## src/rtl/mbx_pkg.sv

```systemverilog
// Shared types and widths for the byte-mailbox drain path.
package mbx_pkg;

  localparam int unsigned MBX_DATA_W = 8;

  typedef enum logic {
    FILL = 1'b0,
    OUT  = 1'b1
  } pack_state_e;

  typedef logic [7:0] mbx_byte_t;

endpackage

```

## src/rtl/mbx_word_packer.sv

```systemverilog
// Drains the byte mailbox and packs bytes little-endian into words on a valid/ready port.
// Optional even parity output enabled by defining MBX_PACK_PARITY_EN.
module mbx_word_packer
  import mbx_pkg::*;
#(
  parameter int unsigned DATA_W         = MBX_DATA_W,
  parameter int unsigned BYTES_PER_WORD = 4
) (
  input  logic                                    clk,
  input  logic                                    rst_n,
  input  logic                                    mbx_empty,
  output logic                                    mbx_rd_en,
  input  logic [DATA_W-1:0]                       mbx_data,
  input  logic                                    flush,
  output logic                                    out_valid,
  input  logic                                    out_ready,
  output logic [DATA_W*BYTES_PER_WORD-1:0]        out_data,
  output logic [$clog2(BYTES_PER_WORD+1)-1:0]     out_nbytes
`ifdef MBX_PACK_PARITY_EN
  ,
  output logic                                    out_parity
`endif
);

  localparam int unsigned CNT_W  = $clog2(BYTES_PER_WORD + 1);
  localparam int unsigned WORD_W = DATA_W * BYTES_PER_WORD;

  pack_state_e       r_state;
  logic [CNT_W-1:0]  r_issued;
  logic [CNT_W-1:0]  r_captured;
  logic              r_rd_pend;
  logic              r_flush_pend;
  logic [WORD_W-1:0] r_word;

  logic              w_rd_en;
  logic              w_capture;
  logic              w_full;
  logic              w_flush_emit;
  logic              w_flush_drop;
  logic              w_accept;
  logic [WORD_W-1:0] w_word_cap;

  // Pop request is combinational on the mailbox empty flag so pops can run back-to-back.
  assign w_rd_en = rst_n && (r_state == FILL) && !mbx_empty &&
                   (r_issued < CNT_W'(BYTES_PER_WORD)) && !r_flush_pend;
  assign mbx_rd_en = w_rd_en;

  assign w_capture    = (r_state == FILL) && r_rd_pend && (r_captured < CNT_W'(BYTES_PER_WORD));
  assign w_full       = w_capture && (r_captured == CNT_W'(BYTES_PER_WORD - 1));
  assign w_flush_emit = (r_state == FILL) && r_flush_pend && !r_rd_pend && (r_captured != '0);
  assign w_flush_drop = (r_state == FILL) && r_flush_pend && !r_rd_pend && (r_captured == '0);
  assign w_accept     = out_valid && out_ready;

  // Word image including the byte landing this cycle, so a full word can be emitted on the same edge.
  always_comb begin
    w_word_cap = r_word;
    if (w_capture) begin
      w_word_cap[int'(r_captured) * DATA_W +: DATA_W] = mbx_data;
    end
  end

  always_ff @(posedge clk or negedge rst_n) begin
    if (!rst_n) begin
      r_state      <= FILL;
      r_issued     <= '0;
      r_captured   <= '0;
      r_rd_pend    <= 1'b0;
      r_flush_pend <= 1'b0;
      r_word       <= '0;
      out_valid    <= 1'b0;
      out_data     <= '0;
      out_nbytes   <= '0;
`ifdef MBX_PACK_PARITY_EN
      out_parity   <= 1'b0;
`endif
    end else begin
      r_rd_pend <= w_rd_en;
      if (w_rd_en && (r_issued < CNT_W'(BYTES_PER_WORD))) begin
        r_issued <= r_issued + CNT_W'(1);
      end

      case (r_state)
        FILL: begin
          r_flush_pend <= flush || (r_flush_pend && !(w_flush_emit || w_flush_drop));
          if (w_capture) begin
            r_word     <= w_word_cap;
            r_captured <= r_captured + CNT_W'(1);
          end
          if (w_full) begin
            r_state    <= OUT;
            out_valid  <= 1'b1;
            out_data   <= w_word_cap;
            out_nbytes <= CNT_W'(BYTES_PER_WORD);
`ifdef MBX_PACK_PARITY_EN
            out_parity <= ^w_word_cap;
`endif
          end else if (w_flush_emit) begin
            // Unfilled lanes are already zero: lanes are cleared on every accept and on reset.
            r_state    <= OUT;
            out_valid  <= 1'b1;
            out_data   <= r_word;
            out_nbytes <= r_captured;
`ifdef MBX_PACK_PARITY_EN
            out_parity <= ^r_word;
`endif
          end
        end
        OUT: begin
          r_flush_pend <= r_flush_pend || flush;
          if (w_accept) begin
            r_state    <= FILL;
            out_valid  <= 1'b0;
            r_issued   <= '0;
            r_captured <= '0;
            r_word     <= '0;
          end
        end
        default: r_state <= FILL;
      endcase
    end
  end

endmodule

```

## config.mk

```make
export PLATFORM = sky130hd
export DESIGN_NAME = mbx_word_packer
export DESIGN_NICKNAME = d
export VERILOG_FILES = /design/src/rtl/mbx_pkg.sv /design/src/rtl/mbx_word_packer.sv
export SDC_FILE = /design/constraint.sdc
export NUM_CORES = 1
export LEC_CHECK = 0
export CAP_MARGIN = 40
export CORE_AREA = 5 5 112 114
export CTS_CLUSTER_SIZE = 10
export DETAILED_ROUTE_END_ITERATION = 16
export DIE_AREA = 0 0 117 119
export PLACE_DENSITY = 0.55
export RECOVER_POWER = 100
export SLEW_MARGIN = 20
export SYNTH_ARGS = -nofsm -noshare
export SYNTH_HDL_FRONTEND = slang
export SYNTH_SLANG_ARGS = --single-unit
```

## constraint.sdc

```tcl
create_clock -name clk -period 4.1 [get_ports clk]
set_input_delay 0.41 -clock clk [delete_from_list [all_inputs] [get_ports clk]]
set_output_delay 0.41 -clock clk [all_outputs]
set_load 0.1 [all_outputs]
```

# After elaboration in Yosys (flattened, before gate mapping)
# Index checks and enable logic that the tools add are counted.
[classes] add_sub_neg=3 order_cmp=2 n_eq_ne=4 shift=2 mux=24 n_bitwise=1 reduce_logical=27
[op_table] cell="$mux W32" count=5
[op_table] cell="$pmux W32 S2" count=1
[op_table] cell="$neg A6 Y34" count=1
[op_table] cell="$shift A8 B34 Y32 const A" count=1
[op_table] cell="$shiftx A8 B34 Y32" count=1
[op_table] cell="$bwmux W32" count=1
[op_table] cell="$mux W3" count=7
[op_table] cell="$logic_and A1 B1 Y1" count=14
[op_table] cell="$add A3 B1 Y3 const B" count=2
[op_table] cell="$lt A3 B3 Y1 const B" count=2
[op_table] cell="$mux W1" count=6
[op_table] cell="$pmux W1 S2" count=3
[op_table] cell="$pmux W3 S2" count=1
[op_table] cell="$reduce_and A2 Y1" count=3
[op_table] cell="$logic_not A1 Y1" count=4
[op_table] cell="$eq A3 B2 Y1 const B" count=1
[op_table] cell="$logic_not A3 Y1" count=1
[op_table] cell="$logic_or A1 B1 Y1" count=3
[op_table] cell="$ne A3 B3 Y1 const B" count=1
[op_table] cell="$reduce_bool A3 Y1" count=1
[op_table] cell="$ne A2 B1 Y1 const B" count=1
[op_table] cell="$ne A2 B2 Y1 const B" count=1
[op_table] cell="$reduce_bool A2 Y1" count=1
[op_table] cell="$not A1 Y1" count=1
[totals] reg_bits=77 in_bits=13 output_inout_bits=37 wordCells=72

# Depth between registers and ports, before layout
# Gate-level depths: netlist of run 1.
[logic_depth] ltp_word=9 mapped_depth=10 depth_no_buf=7

# Worst setup path after synthesis of run 1
# OpenSTA, ideal clock, no wires.
[synth_timing] path_type="reg-to-reg" start="register r_state" end="register r_issued[1]" setup_ns=0.125 arrival_ns=4.227 required_time_ns=3.975 slack_ns=-0.252 path_stages_with_launch=5 path_buffers=1 period_less_slack_ns=4.352 cell_sequence="dfrtp_1 > buf_6 > nor4_1 > mux2i_1 > nor2_1"
[synth_via] elab_chain_cells=9
[synth_rtl] element="from (decl)" line_no="mbx_word_packer.sv:28" source="pack_state_e r_state;"
[synth_rtl] element="from (signal assigned)" line_no="mbx_word_packer.sv:64" source="r_state <= FILL;"
[synth_rtl] element="from (signal assigned)" line_no="mbx_word_packer.sv:90" source="r_state <= OUT;"
[synth_rtl] element="from (signal assigned)" line_no="mbx_word_packer.sv:99" source="r_state <= OUT;"
[synth_rtl] element="$not A1 Y1 (no source line) (*)"
[synth_rtl] element="$logic_and A1 B1 Y1 (*) (3 in a row)" line_no="mbx_word_packer.sv:44" source="assign w_rd_en = rst_n && (r_state == FILL) && !mbx_empty &&"
[synth_rtl] element="$logic_and A1 B1 Y1 (*)" line_no="mbx_word_packer.sv:45" source="(r_issued < CNT_W'(BYTES_PER_WORD)) && !r_flush_pend;"
[synth_rtl] element="named net mbx_rd_en" line_no="mbx_word_packer.sv:12" source="output logic mbx_rd_en,"
[synth_rtl] element="$logic_and A1 B1 Y1 (*)" line_no="mbx_word_packer.sv:78" source="if (w_rd_en && (r_issued < CNT_W'(BYTES_PER_WORD))) begin"
[synth_rtl] element="$mux W3 (*)" line_no="mbx_word_packer.sv:78"
[synth_rtl] element="$mux W3" line_no="mbx_word_packer.sv:110" source="if (w_accept) begin"
[synth_rtl] element="$mux W3 (*)" line_no="mbx_word_packer.sv:82" source="case (r_state)"
[synth_rtl] element="to (signal assigned)" line_no="mbx_word_packer.sv:79" source="r_issued <= r_issued + CNT_W'(1);"
[synth_rtl] element="to (decl)" line_no="mbx_word_packer.sv:29" source="logic [CNT_W-1:0] r_issued;"
# The timed path passes the listed nets; every way through them passes the cells marked *.
# A chain may end at the register's enable or synchronous reset.

# Final worst setup path of run 1
[layout_timing] start="register r_captured[0]" end="register out_data[9]"
[layout_via] elab_chain_cells=5 elab_cells_between_ends=14 cone_classes="1 x add/sub; 1 x order compare; 1 x eq/ne; 2 x shift; 3 x mux; 6 x reduce/logical"
[layout_rtl] element="from (decl)" line_no="mbx_word_packer.sv:30" source="logic [CNT_W-1:0] r_captured;"
[layout_rtl] element="from (signal assigned)" line_no="mbx_word_packer.sv:87" source="r_captured <= r_captured + CNT_W'(1);"
[layout_rtl] element="$neg A6 Y34 / $lt A3 B3 Y1 (equally long branches)" line_no="mbx_word_packer.sv:58, mbx_word_packer.sv:48"
[layout_rtl] element="$shiftx A8 B34 Y32 (tied with other cells)" line_no="mbx_word_packer.sv:58" source="w_word_cap[int'(r_captured) * DATA_W +: DATA_W] = mbx_data;"
[layout_rtl] element="$bwmux W32 / $logic_and A1 B1 Y1 (equally long branches)" line_no="mbx_word_packer.sv:58, mbx_word_packer.sv:49"
[layout_rtl] element="$mux W32 / $reduce_bool A2 Y1 (equally long branches)"
[layout_rtl] element="$mux W32 / $reduce_and A2 Y1 (equally long branches)"
[layout_rtl] element="to (signal assigned)" line_no="mbx_word_packer.sv:92" source="out_data <= w_word_cap;"
[layout_rtl] element="to (signal assigned)" line_no="mbx_word_packer.sv:101" source="out_data <= r_word;"
[layout_rtl] element="to (decl)" line_no="mbx_word_packer.sv:17" source="output logic [DATA_W*BYTES_PER_WORD-1:0] out_data,"
# Several ways; a longest one is shown, not always the timed one.

==> results of run 1 <==
## registers in the layout, indices dropped and copies added, names as in the netlist
| signal | cells |
|---|---|
| r_captured | 3 |
| r_issued | 3 |
| r_word | 32 |
| out_nbytes | 3 |
| r_rd_pend | 1 |
| r_flush_pend | 1 |
| out_data | 32 |
| out_valid | 1 |
| r_state | 1 |
## layer usage
metal	track usage [%]	up-vias
met3	3.30	13
met2	21.2	65
li1	-	1265
met1	19.3	1352
met4	4.59	0
met5	0	-
## stage by stage
stage          hold WS (ps)  area, µm²  std cells
2_1_floorplan           114       3380        311
3_3_place_gp            482       3920        482
3_5_place_dp            482       4520        520
4_1_cts                 156       4810        536
5_1_grt                 457       4340        536
6_report                405       4340        536
## final cells by class
| class | instances | area, µm² | share of cell area [%] |
|---|---|---|---|
| Clock buffer | 9 | 225 | 5.19 |
| Timing Repair Buffer | 89 | 688 | 15.9 |
| Clock inverter | 7 | 66.3 | 1.53 |
| Inverter | 10 | 37.5 | 0.866 |
| Multi-Input combinational cell | 201 | 1210 | 28.0 |
| Sequential cell | 77 | 1930 | 44.4 |
| Tap cell | 143 | 179 | 4.13 |
## worst min-delay path: stages
cell and delay (ps):
clkbuf_1 100, nand2b_1 70, nor4_1 100
## cell usage after synthesis (2+ instances only)
master | number | area, µm²
a21oi_1 | 15 | 75.1
a221o_1 | 5 | 50.1
a22o_1 | 23 | 201
a22oi_1 | 4 | 30.0
and3_1 | 6 | 37.5
buf_2 | 5 | 25.0
buf_4 | 11 | 82.6
clkbuf_1 | 6 | 22.5
dfrtp_1 | 77 | 1930
ha_1 | 6 | 75.1
inv_1 | 10 | 37.5
nand2_1 | 27 | 101
nand2b_1 | 2 | 12.5
nand3_1 | 2 | 10.0
nand4bb_1 | 3 | 33.8
nor2_1 | 42 | 158
nor2_4 | 3 | 33.8
o21ai_0 | 14 | 70.1
o221a_2 | 2 | 22.5
o22ai_1 | 22 | 138
or2_2 | 3 | 18.8
or3_1 | 3 | 18.8
## worst paths after layout
check / startpoint / to / slack, ps / cells past startpoint
max: r_captured[0]$_DFFE_PN0P_ / out_data[9]$_DFFE_PN0P_ / 980 / 8
min: rst_n / r_rd_pend$_DFF_PN0_ / 400 / 3
max reg2reg: r_captured[0]$_DFFE_PN0P_ / out_data[9]$_DFFE_PN0P_ / 980 / 8
min reg2reg: r_word[27]$_DFFE_PN0P_ / out_data[27]$_DFFE_PN0P_ / 500 / 2
max in group asynchronous: rst_n / r_word[9]$_DFFE_PN0P_ / 1490 / 3
min in group asynchronous: rst_n / r_flush_pend$_DFF_PN0_ / 720 / 2
## cell families (layout without fill, tap and decap cells)
group | Yosys count | count (layout) | share of synthesized area [%]
AND/OR/NAND/NOR | 102 | 102 | 15.9
AO/OA/AOI/OAI | 91 | 91 | 18.9
flip-flops | 77 | 77 | 57.2
buffers and inverters | 33 | 115 | 5.31
adder cells (fa/ha/maj) | 6 | 6 | 2.23
XOR/XNOR | 1 | 1 | 0.260
multiplexers | 1 | 1 | 0.297
==> impl_metrics.csv, run 1 <==
group,metric,value,unit
sta,max_slew_margin,-21.7,%
clocking,post_cts_buffers,0,
synthesis,ys_async_sr_fraction,100,%
synthesis,synth_area,3370,µm²
global_routing,grt_max_degree,45,
synthesis,syn_area_per_cell,10.8,µm²
placed_design,place_hpwl,6230,µm
clocking,cts_buffers,9,
clocking,cts-root-buf,"clkbuf_16",
sta,slew_violations,35,
sta,fin_setup_tns,0,ps
global_routing,grt-ovfl-total,0,
clocking,cts_sinks,77,
placed_design,dp_slack,1470,ps
sta,rsz0062_at_grt,"false",
synthesis,ys.warnings.count,0,
sta,fin_crit,3120,ps
outcome,violations,"capacitance limit, slew limit",
routing,highest_layer,"met4",
sta,final-setup-viol-count,0,
floorplan,fp.coreArea,11300,µm²
synthesis,ys_ff_latch,77,
global_routing,grt_pass1_wl,15000,µm
outcome,status,"finished with violations",
floorplan,initial_core_util,29.8,%
critical_path,cp_num_buf_inv,2,
clocking,cts_resized,0,
synthesis,synth_edf_count,0,
routing,ant_nets,0,
synthesis,ys_types,42,
clocking,hold_buffers,0,
flow_run,drv_cap,1,
hold_path,hold_class,"in2reg",
placed_design,gp_congestion,0.753,
critical_path,slowest_stage,"nor4b_1",
routing,met2WireLength,4190,µm
sta,finalCritPeriodShare,76.1,%
critical_path,max_stage_delay,1030,ps
critical_path,path_max_fanout,11,
finish,drive_gt1_share,7.38,%
clocking,insertion_delay,340,ps
critical_path,cp_data_arrival_time,3310,ps
routing,finalWirelength,9060,µm
routing,drt_iter0_markers,147,
finish,diodes,0,
routing,met1_length,4250,µm
floorplan,die_w,117,µm
sta,fin_skew,8.61,ps
routing,post_drt_wl_per_cell,16.9,µm
clocking,path_clk_slew,60,ps
synthesis,seq_area_frac_synth,57.2,%
sta,worstMarginPinSlew,1830,ps
critical_path,cp-end-kind,"register",
routing,drt_first_pass_iters,4,
placed_design,port_buffers,49,
global_routing,grt_pass1_vias,2736,
floorplan,die-area,13900,µm²
critical_path,crit_path_start_kind,"register",
synthesis,synthCells,311,
floorplan,die_h,119,µm
finish,utilization,38.3,%
clocking,cts_tree,"done",
finish,final_cell_mix,"77 x dfrtp_1, 45 x nor2_1, 45 x clkdlybuf4s50_1, 37 x clkbuf_1, 28 x nand2_1",
floorplan,ioPinCount,50,
synthesis,synthesis.nets,330,
sta,finalHoldViolations,0,
synthesis,synth_ff_type,"dfrtp_1",
critical_path,crit_chain,"inv_1 -> ha_1 -> ha_1 -> nor4b_1 -> nor2_1 -> buf_6 -> a22oi_1 -> o21ai_0",
routing,vias_per_cell,5.03,
critical_path,path_class,"reg2reg",
critical_path,crit_path_frequent_cell,"ha_1",
clocking,clockBufferDepth,2,
finish,nFillCells,1134,
global_routing,antenna_found_initial,0,
sta,fin_ws,979,ps
critical_path,cp.required,4290,ps
routing,drc_errors,0,
routing,via_count,2695,
sta,fmaxAchievable,320,MHz
global_routing,track_usage,13.9,%
finish,final_common_cell,"dfrtp_1",
clocking,cts_max_level,3,
floorplan,row_count,39,
routing,wl_met3,461,µm
finish,nets,407,
finish,syn_to_final_growth,28.6,%
critical_path,critical_path.top_delay_family,"simple AND/OR/NAND/NOR gates",
Power of run 1 is not shown: default switching activity piles up to over one toggle a cycle in this logic, so the estimate is an artifact.
==> run 2, diff against run 1 <==
==> constraint.sdc (replaced) <==
create_clock -name clk -period 2.96 [get_ports clk]
set_input_delay 0.296 -clock clk [delete_from_list [all_inputs] [get_ports clk]]
set_output_delay 0.296 -clock clk [all_outputs]
set_load 0.1 [all_outputs]
==> run 2 against run 1 <==
  * Critical path type unchanged
  * Setup slack got worse by 690 ps
  * Via count down 5.7%
  * Hold slack gained 91 ps
  * Flip-flop and latch count unchanged
  * Clock skew is 3.9 ps lower
  * The run now ends clean
==> impl_metrics.csv, run 2 (synthesized netlist as in run 1, its figures left out) <==
group,metric,value,unit
critical_path,max_stage_delay,530,ps
global_routing,grt_pass1_vias,2590,
floorplan,row_count,39,
sta,max_slew_margin,6.48,%
clocking,cts_sinks,77,
critical_path,path_max_fanout,11,
hold_path,min_path_cells,2,
floorplan,die_w,117,µm
clocking,cts_buffers,9,
hold_path,hp-start,"r_word[25]$_DFFE_PN0P_",
finish,nFillCells,1160,
placed_design,place_hpwl,6010,µm
clocking,clockBufferDepth,2,
clocking,insertion_delay,340,ps
finish,fin_area,4040,µm²
placed_design,gp_congestion,0.739,
routing,vias_per_cell,5.04,
floorplan,fp.coreArea,11300,µm²
critical_path,cp-end-kind,"register",
finish,reg_top3,"out_data (32), r_word (32)",
global_routing,antenna_found_initial,0,
hold_path,hold_class,"reg2reg",
critical_path,crit_chain,"inv_1 -> ha_1 -> ha_1 -> nand2b_1 -> or4_1 -> nor2_1 -> a22o_1",
finish,nets,375,
sta,finalHoldViolations,0,
outcome,status,"complete, no violations",
critical_path,path_class,"reg2reg",
routing,met1_length,4260,µm
sta,fin_skew,4.70,ps
sta,worstMarginPinSlew,1400,ps
global_routing,grt-ovfl-total,0,
placed_design,dpl_cell_area,3890,µm²
finish,syn_to_final_growth,19.7,%
critical_path,regToRegStartpoint,"r_captured[0]$_DFFE_PN0P_",
clocking,path_clk_slew,60,ps
routing,ant_nets,0,
finish,utilization,35.6,%
clocking,post_cts_buffers,0,
routing,highest_layer,"met4",
clocking,cts-root-buf,"clkbuf_16",
floorplan,ioPinCount,50,
flow_run,drv_cap,0,
clocking,cts_tree,"done",
floorplan,die_h,119,µm
global_routing,grt_pass1_wl,14400,µm
critical_path,crit_path_frequent_cell,"ha_1",
sta,rsz0062_at_grt,"false",
floorplan,initial_core_util,29.8,%
finish,final_cell_mix,"77 x dfrtp_1, 45 x nor2_1, 40 x clkbuf_1, 27 x nand2_1, 23 x a22o_1",
sta,fin_setup_tns,0,ps
finish,multiInputGateArea,1220,µm²
routing,drt_first_pass_iters,4,
critical_path,cp_data_arrival_time,2950,ps
routing,drc_errors,0,
sta,fin_crit,2670,ps
sta,holdWs,496,ps
critical_path,cp_num_buf_inv,1,
routing,drt_iter0_markers,239,
finish,ff_latch_area,1930,µm²
critical_path,slowest_stage,"nor2_1",
routing,post_drt_wl_per_cell,17.6,µm
critical_path,timing.rr.end,"r_word[1]$_DFFE_PN0P_",
hold_path,whs_endpoint,"out_data[25]$_DFFE_PN0P_",
routing,finalWirelength,8890,µm
placed_design,port_buffers,49,
finish,diodes,0,
finish,drive_gt1_share,8.59,%
critical_path,reg2reg_depth,7,
critical_path,regToRegSetupSlack,290,ps
critical_path,crit_path_start_kind,"register",
clocking,cts_max_level,3,
finish,final_common_cell,"dfrtp_1",
routing,wl_met3,507,µm
clocking,cts_resized,0,
global_routing,grt_max_degree,56,
sta,fmaxAchievable,374,MHz
routing,via_count,2541,
critical_path,cp.required,3230,ps
sta,final-setup-viol-count,0,
floorplan,die-area,13900,µm²
sta,finalCritPeriodShare,90.2,%
sta,slew_violations,0,
critical_path,critical_path.top_delay_family,"simple AND/OR/NAND/NOR gates",
routing,met2WireLength,3970,µm
global_routing,track_usage,13.5,%
-- run 2: cell types whose count changed in the layout (fill, tap and decap cells not counted), moves of 3 or more --
| cell | previous run | this run |
|---|---|---|
| clkdlybuf4s50_1 | 45 | 11 |
| buf_4 | 1 | 4 |
| bufinv_16 | 0 | 3 |
| clkbuf_1 | 37 | 40 |
| inv_8 | 3 | 0 |
-- run 2: routing by layer --
layer | GRT usage [%] | up-vias
met5 | 0 | -
met4 | 5.66 | 0
met3 | 2.94 | 14
met2 | 19.5 | 65
met1 | 19.4 | 1263
li1 | - | 1199
-- run 2: final cells by class --
| cell class | count | share of cell area (%) |
|---|---|---|
| Tap cell | 143 | 4.43 |
| Sequential cell | 77 | 47.8 |
| Multi-Input combinational cell | 201 | 30.3 |
| Clock inverter | 6 | 2.76 |
| Inverter | 10 | 0.930 |
| Clock buffer | 10 | 5.67 |
| Timing Repair Buffer | 57 | 8.16 |
-- run 2: worst reg2reg max path: stages (launching register included) --
cell and delay, ps:
dfrtp_1 510, inv_1 90, ha_1 220, ha_1 330, nand2b_1 170, or4_1 510, nor2_1 540, a22o_1 250
-- run 2: repair_timing --
item                                    in CTS  in global routing
endpoints found under the setup margin       0                  0
hold buffers                                 1                  0
hold endpoints to repair                    22                  0
-- run 2: worst max path at each step --
stage                                   end                 startpoint  slack [ps]  cells past startpoint
detailed placement  out_data[6]$_DFFE_PN0P_  r_captured[0]$_DFFE_PN0P_         430                      7
CTS                 out_data[6]$_DFFE_PN0P_  r_captured[0]$_DFFE_PN0P_         410                      7
global placement    out_data[6]$_DFFE_PN0P_  r_captured[0]$_DFFE_PN0P_         510                      7
floorplan             r_issued[1]$_DFF_PN0_          r_state$_DFF_PN0_          20                      4
finish                r_word[1]$_DFFE_PN0P_  r_captured[0]$_DFFE_PN0P_         290                      7
global route                      mbx_rd_en                      rst_n         130                      5
-- run 2: per-stage QoR --
step           instances  setup WS, ps
2_1_floorplan        311          24.9
3_3_place_gp         486           508
3_5_place_dp         487           427
4_1_cts              504           407
5_1_grt              504           128
6_report             504           289
Power of run 2 is left out for the same reason.
